`src/rtl/vscale_htif_pcr_master_pkg.sv`:
```
// vscale_htif_pcr_master_pkg: shared widths, TO_HOST address, FSM and source encodings
// for the HTIF PCR host-side master.
package vscale_htif_pcr_master_pkg;
   localparam int CSR_ADDR_WIDTH = 12;
   localparam int HTIF_PCR_WIDTH = 64;
   localparam logic [CSR_ADDR_WIDTH-1:0] CSR_ADDR_TO_HOST = 12'h780;
   typedef enum logic [2:0] {
      ST_IDLE,
      ST_REQ,
      ST_WAIT_RESP,
      ST_HOST_RESP,
      ST_TOHOST_OUT
   } state_t;
   typedef enum logic {
      SRC_HOST,
      SRC_POLL
   } src_t;
endpackage

```
`src/rtl/vscale_htif_poll_timer.sv`:
```
// vscale_htif_poll_timer: reload down-counter that raises a sticky pending flag
// once every INTERVAL enabled cycles; clear consumes the flag.
module vscale_htif_poll_timer #(
   parameter int INTERVAL = 256
) (
   input  logic clk,
   input  logic reset,
   input  logic enable,
   input  logic clear,
   output logic pending
);
   localparam int CW = $clog2(INTERVAL);
   logic [CW-1:0] cnt;
   logic hit;
   assign hit = enable && (cnt == '0);
   always_ff @(posedge clk) begin
      if (!reset) begin
         cnt     <= CW'(INTERVAL - 1);
         pending <= 1'b0;
      end else begin
         cnt     <= hit ? CW'(INTERVAL - 1) : (enable ? cnt - 1'b1 : cnt);
         pending <= hit | (pending & ~clear);
      end
   end
endmodule

```
`src/rtl/vscale_htif_pcr_master.sv`:
```
// vscale_htif_pcr_master: bridges host CSR commands onto htif_pcr_req/resp and,
// when VSCALE_HTIF_POLL_EN is defined, polls TO_HOST and forwards nonzero values.
module vscale_htif_pcr_master
   import vscale_htif_pcr_master_pkg::*;
#(
   parameter int ADDR_WIDTH = CSR_ADDR_WIDTH,
   parameter int DATA_WIDTH = HTIF_PCR_WIDTH,
   parameter int POLL_INTERVAL = 256,
   parameter logic [ADDR_WIDTH-1:0] TOHOST_ADDR = CSR_ADDR_TO_HOST
) (
   input  logic                  clk,
   input  logic                  reset,
   input  logic                  poll_enable,
   input  logic                  cmd_valid,
   output logic                  cmd_ready,
   input  logic                  cmd_rw,
   input  logic [ADDR_WIDTH-1:0] cmd_addr,
   input  logic [DATA_WIDTH-1:0] cmd_data,
   output logic                  resp_valid,
   input  logic                  resp_ready,
   output logic [DATA_WIDTH-1:0] resp_data,
   output logic                  tohost_valid,
   input  logic                  tohost_ready,
   output logic [DATA_WIDTH-1:0] tohost_data,
   output logic                  htif_pcr_req_valid,
   input  logic                  htif_pcr_req_ready,
   output logic                  htif_pcr_req_rw,
   output logic [ADDR_WIDTH-1:0] htif_pcr_req_addr,
   output logic [DATA_WIDTH-1:0] htif_pcr_req_data,
   input  logic                  htif_pcr_resp_valid,
   output logic                  htif_pcr_resp_ready,
   input  logic [DATA_WIDTH-1:0] htif_pcr_resp_data
);
   state_t state, state_n;
   logic rw_q;
   logic [ADDR_WIDTH-1:0] addr_q;
   logic [DATA_WIDTH-1:0] wdata_q, rdata_q;
   logic take_cmd;
   assign take_cmd = (state == ST_IDLE) && cmd_valid;
`ifdef VSCALE_HTIF_POLL_EN
   src_t src_q;
   logic poll_pending, poll_take;
   assign poll_take = (state == ST_IDLE) && !cmd_valid && poll_pending;
   vscale_htif_poll_timer #(.INTERVAL(POLL_INTERVAL)) u_poll_timer (
      .clk(clk),
      .reset(reset),
      .enable(poll_enable),
      .clear(poll_take),
      .pending(poll_pending)
   );
   assign tohost_valid = (state == ST_TOHOST_OUT);
   assign tohost_data  = rdata_q;
`else
   logic unused_ok;
   assign unused_ok    = ^{poll_enable, tohost_ready, TOHOST_ADDR, POLL_INTERVAL[0]};
   assign tohost_valid = 1'b0;
   assign tohost_data  = '0;
`endif
   // cmd_ready is gated by reset so nothing is accepted while the block is held in reset
   assign cmd_ready           = reset && (state == ST_IDLE);
   assign htif_pcr_req_valid  = (state == ST_REQ);
   assign htif_pcr_req_rw     = rw_q;
   assign htif_pcr_req_addr   = addr_q;
   assign htif_pcr_req_data   = wdata_q;
   assign htif_pcr_resp_ready = (state == ST_WAIT_RESP);
   assign resp_valid          = (state == ST_HOST_RESP);
   assign resp_data           = rdata_q;
   always_comb begin
      state_n = state;
      unique case (state)
         ST_IDLE: begin
`ifdef VSCALE_HTIF_POLL_EN
            if (cmd_valid || poll_pending) state_n = ST_REQ;
`else
            if (cmd_valid) state_n = ST_REQ;
`endif
         end
         ST_REQ:       if (htif_pcr_req_ready) state_n = ST_WAIT_RESP;
         ST_WAIT_RESP: begin
`ifdef VSCALE_HTIF_POLL_EN
            if (htif_pcr_resp_valid)
               state_n = (src_q == SRC_HOST) ? ST_HOST_RESP :
                         (htif_pcr_resp_data != '0) ? ST_TOHOST_OUT : ST_IDLE;
`else
            if (htif_pcr_resp_valid) state_n = ST_HOST_RESP;
`endif
         end
         ST_HOST_RESP: if (resp_ready) state_n = ST_IDLE;
`ifdef VSCALE_HTIF_POLL_EN
         ST_TOHOST_OUT: if (tohost_ready) state_n = ST_IDLE;
`endif
         default: state_n = ST_IDLE;
      endcase
   end
   always_ff @(posedge clk) begin
      if (!reset) begin
         state   <= ST_IDLE;
         rw_q    <= 1'b0;
         addr_q  <= '0;
         wdata_q <= '0;
         rdata_q <= '0;
`ifdef VSCALE_HTIF_POLL_EN
         src_q   <= SRC_HOST;
`endif
      end else begin
         state <= state_n;
         if (take_cmd) begin
            rw_q    <= cmd_rw;
            addr_q  <= cmd_addr;
            wdata_q <= cmd_data;
         end
`ifdef VSCALE_HTIF_POLL_EN
         else if (poll_take) begin
            rw_q    <= 1'b0;
            addr_q  <= TOHOST_ADDR;
            wdata_q <= '0;
         end
         if (state == ST_IDLE) src_q <= cmd_valid ? SRC_HOST : SRC_POLL;
`endif
         if ((state == ST_WAIT_RESP) && htif_pcr_resp_valid) rdata_q <= htif_pcr_resp_data;
      end
   end
endmodule

```
`config.mk`:
```
export PLATFORM = sky130hd
export DESIGN_NAME = vscale_htif_pcr_master
export DESIGN_NICKNAME = d
export VERILOG_FILES = /design/src/rtl/vscale_htif_pcr_master_pkg.sv /design/src/rtl/vscale_htif_poll_timer.sv /design/src/rtl/vscale_htif_pcr_master.sv
export SDC_FILE = /design/constraint.sdc
export NUM_CORES = 1
export LEC_CHECK = 0
export CORE_AREA = 2 2 138 140
export CTS_BUF_LIST = sky130_fd_sc_hd__clkbuf_2
export DETAILED_ROUTE_END_ITERATION = 7
export DIE_AREA = 0 0 140 142
export PLACE_DENSITY = 0.74
export SYNTH_ARGS = -nofsm -noshare
export SYNTH_HDL_FRONTEND = slang
export SYNTH_SLANG_ARGS = --single-unit
```
`constraint.sdc`:
```
create_clock -name clk -period 1.5 [get_ports clk]
set_clock_uncertainty 0.15 [all_clocks]
set_input_delay 0.45 -clock clk [delete_from_list [all_inputs] [get_ports clk]]
set_output_delay 0.45 -clock clk [all_outputs]
set_load 0.02 [all_outputs]
```
# Yosys cells after proc, flatten, opt, wreduce, memory -nomap -nowiden
# Cells that the tools add are included.
[totals]
output_inout_bits = 210
reg_bits = 144
[classes]
n_reduce_logical = 5
mux = 5
n_eq_ne = 7
[op_table]
columns = ["cell", "n"]
rows = [
  ["3-bit two-way mux", 4],
  ["3-bit case mux with 4 select lines", 1],
  ["3-bit by 2-bit == test with 1-bit output, second input constant", 2],
  ["2-bit by 1-bit inequality test with 1-bit output, second input constant", 2],
  ["2-bit inequality test, second input constant", 2],
  ["4-bit AND reduction", 1],
  ["3-bit by 1-bit == test with 1-bit output, second input constant", 1],
  ["1-bit logical AND", 3],
  ["3-bit zero test", 1],
]

# Depth between registers and ports, before layout
[depth]
word_depth = 3
depth_mapped = 8
depth_no_buf = 5

# Least setup slack after synthesis
# No wires, ideal clock.
[synth_path]
kind = "register to register"
from = "register state[0]"
to = "register rdata_q[10] (netlist: resp_data[10])"
required_ps = 1228
setup_ps = 122
arrival_ps = 1309
path_stages_with_launch = 8
path_buffers = 2
path_slack_ps = -81
period_less_slack_ps = 1581
path_cell_list = "dfxtp_1 inv_1 ha_1 and2_1 buf_4 buf_6 nand2_1 a21boi_0"
[synth_via]
elab_chain_len = 2
[synth_lines]
columns = ["element", "line", "rtl"]
rows = [
  ["start, declared", "vscale_htif_pcr_master.sv:34", "state_t state, state_n;"],
  ["start signal, assigned", "vscale_htif_pcr_master.sv:106", "state <= state_n;"],
  ["3-bit by 2-bit == test with 1-bit output", "n/a", ""],
  ["via htif_pcr_resp_ready", "vscale_htif_pcr_master.sv:31", "output logic htif_pcr_resp_ready,"],
  ["1-bit logical AND", "vscale_htif_pcr_master.sv:120", "if ((state == ST_WAIT_RESP) && htif_pcr_resp_valid) rdata_q <= htif_pcr_resp_data;"],
  ["end signal, assigned", "vscale_htif_pcr_master.sv:120", ""],
  ["end, declared", "vscale_htif_pcr_master.sv:37", "logic [DATA_WIDTH-1:0] wdata_q, rdata_q;"],
]
# The timed path passes the listed nets, and every way through them passes these cells.
# A chain may end at the register's enable or synchronous reset.

# Worst setup path in the final report
[layout_path]
from = "register state[1]"
to = "output cmd_ready"
[layout_via]
elab_chain_len = 2
[layout_lines]
columns = ["element", "line", "rtl"]
rows = [
  ["3-bit zero test", "vscale_htif_pcr_master.sv:60", "assign cmd_ready = reset && (state == ST_IDLE);"],
  ["1-bit logical AND", "vscale_htif_pcr_master.sv:60", ""],
  ["end, declared", "vscale_htif_pcr_master.sv:15", "output logic cmd_ready,"],
]
# Every way passes these cells.

==> results.yml <==
sta:
  layout_min_cycle_time_ns: 2.12
  hold_viol_final: 0
  max_freq_ghz: 0.471
  finalSetupViolCount: 285
  whs_ns: 0.103
  min_period_over_period_pct: 141
  rsz0062_at_grt: "yes"
  worst_pin_slew_ns: 0.757
  finalMaxSlewViolations: 0
  setup-tns-final_ns: -64.85
  relSlewSlack_pct: 49.5
  timing.final.ws_setup_ns: -0.622
clock_network:
  cts_tree: "built"
  htreeDepth: 4
  clock_latency_ns: 0.67
  cts_buffers: 17
  root_buffer: "clkbuf_2"
  cts_buffer_depth: 2
  cts.sinks: 143
  clkTransAtPathRegs_ns: 0.24
yosys:
  synth_area_um2: 5940
  yosys.area_share.simple_pct: 18.8
  async_reset_ff_share_pct: 0
  synthTopCellsByArea: "dfxtp_1 48%, nand2_1 18%, a21boi_0 13%"
  synthAdderAreaFrac_pct: 0.843
  synth-main-ff-cell: "dfxtp_1"
  synth-seq-cells: 143
  synthDistinctLibCells: 18
  synth_area_leader_cell: "dfxtp_1"
  synthDominantCellAreaShare_pct: 48.2
  ys_seq_area_share_pct: 48.2
  synth_edf_count: 0
  synth_top_family_by_area: "simple AND/OR/NAND/NOR gates"
  synth.most_common_cell: "nand2_1"
  syn_inst: 700
  synth-compound-area-share_pct: 18.1
  synthMuxAreaShare_pct: 0.337
  syn_area_per_cell_um2: 8.48
  synthXorXnorAreaFrac_pct: 0
  synth_warnings: 0
  yosys-top-cells-count: "287 x nand2_1, 143 x dfxtp_1, 106 x a21boi_0"
finish:
  fin_area_um2: 10800
  nets: 1193
  layout-area-overhead-vs-synth_pct: 82.2
  layout-drive-gt1-share_pct: 45.3
setup_path:
  cp.required_ns: 0.90
  crit_arrival_ns: 1.52
  reg2reg_to: "resp_data[31]"
  r2r_start: "state[0]"
  regToRegSetupSlack_ns: -0.33
  path_max_fanout: 2
  endpoint_kind: "output pin"
  start_kind: "flip-flop"
  rr_worst_depth: 10
  crit_type: "reg -> out"
placement:
  place_ws_ns: -0.410
  routabilityCongestion: 0.758
  io_buffers: 291
  hpwl_um: 12100
  placed_cell_area_um2: 8840
grt:
  grt_max_degree: 89
  grt_overflow: 0
  grt_pass1_wl_um: 27700
  grt.total_usage_pct: 17.9
  antenna_found_initial: 2
  grt_pass1_vias: 5201
drt:
  avgRoutedWirePerCell_um: 15.9
  vias: 5656
  viasPerCell: 4.39
  first_pass_iters: 8
  routed_wl_um: 20400
  route.detailed.drc: 25
  first_iter_violations: 229
  ant_nets: 0
worst_hold_path:
  min_path_type: "in -> reg"
  min_to: "resp_data[55]"
  min_from: "htif_pcr_resp_data[55]"
  worstHoldPathCells: 3
flow_run:
  maxCapViolCount: 0
die:
  dieArea_um2: 19900
  core_um2: 18500
  start_util_pct: 32.2
  fp.dieH_um: 142
  io_pins: 359
  dieWidth_um: 140
  row_count: 50
status:
  outcome: "finished with violations"
  violations: "DRC, setup timing"
power:
  power_w: 0.0140
  ir_drop_mv: 0.852
  p_per_area_nw_per_um2: 1290
  p_leak_nw: 4.63
[flip-flops by register name, indices dropped and copies added (netlist names)]
| name | flops |
|---|---|
| htif_pcr_req_addr | 12 |
| htif_pcr_req_data | 64 |
| state | 2 |
| resp_data | 64 |
| htif_pcr_req_rw | 1 |
[logic make-up (layout without fill, tap and decap cells)]
kind of cell	after synthesis	count (layout)
other	1	67
multiplexers	2	2
buffers and inverters	114	403
adder cells (fa/ha/maj)	4	4
AND/OR/NAND/NOR	293	293
flip-flops	143	143
AO/OA/AOI/OAI	143	143
[layout make-up]
cell class / instances / area (µm²)
fillers: 1582 / 7640
repair buffers: 368 / 4220
flip-flops and latches: 143 / 3040
multi-input cells: 507 / 2990
well taps: 234 / 293
clock inverters: 13 / 161
clock buffers: 19 / 95.1
inverters: 3 / 13.8
diodes: 2 / 5.00
[worst max path at each step]
stage,start,to,slack (ns),cells after the start
floorplan,state[1],htif_pcr_req_data[54],0.02,8
global placement,reset,cmd_ready,-0.41,3
detailed placement,reset,cmd_ready,-0.41,3
CTS,state[0],cmd_ready,-0.72,4
global route,state[1],cmd_ready,-0.77,4
finish,state[1],cmd_ready,-0.62,4
[stage by stage]
stage / std cells / util (%)
after detailed placement: 1201 / 47.9
after floorplan: 764 / -
after CTS: 1256 / 54.0
after global placement: 1201 / 47.9
after global routing: 1289 / 58.6
final: 1289 / 58.6
[cell usage in the layout, fill, tap and decap left out, types with 3 or more instances in the layout]
cell type        synthesis  final
buf_12                   0     14
ha_4                     0      4
buf_4                   74     26
buf_8                    4      4
nand2_4                  0     33
and2_4                   0      3
a21boi_2                 0     28
dfxtp_2                  0    143
buf_16                   0      7
clkbuf_2                 0     19
inv_6                    0      3
dlygate4sd3_1            0      6
nand2_2                  0     13
bufinv_16                0      3
conb_1                   1     65
a21boi_1                35     95
buf_6                    6    158
nand2_1                287    239
clkbuf_16                0      8
clkdlybuf4s50_1          0    145
a21boi_0               106     18
[worst max-delay path, cell delays in order (launching register included)]
cell and delay [ns]:
dfxtp_2 0.40, inv_4 0.05, ha_4 0.15, and2_4 0.13, buf_6 0.13
[power by group]
group          switching (W)  internal (W)  total (W)
registers           0.000392       0.00449    0.00488
logic                0.00323       0.00343    0.00665
clock network        0.00148      0.000949    0.00243
total                0.00510       0.00887     0.0140
[per-layer routing]
metal / GRT usage (%) / part of all wire (%)
met1: 20.3 / 40
met2: 30.4 / 50
met4: 6.86 / 2.2
met3: 7.27 / 8.2
met5: 0 / 0
[repair_timing]
action / CTS / global route
pin swaps: 4 / 68
cloned: 9 / 9
buffers inserted: 13 / 26
hold buffers: 1 / 5
setup endpoints to repair: 287 / 288
endpoints found under the hold margin: 1 / 5
gates resized for setup: 1089 / 179
(Power assumes the default switching activity.)
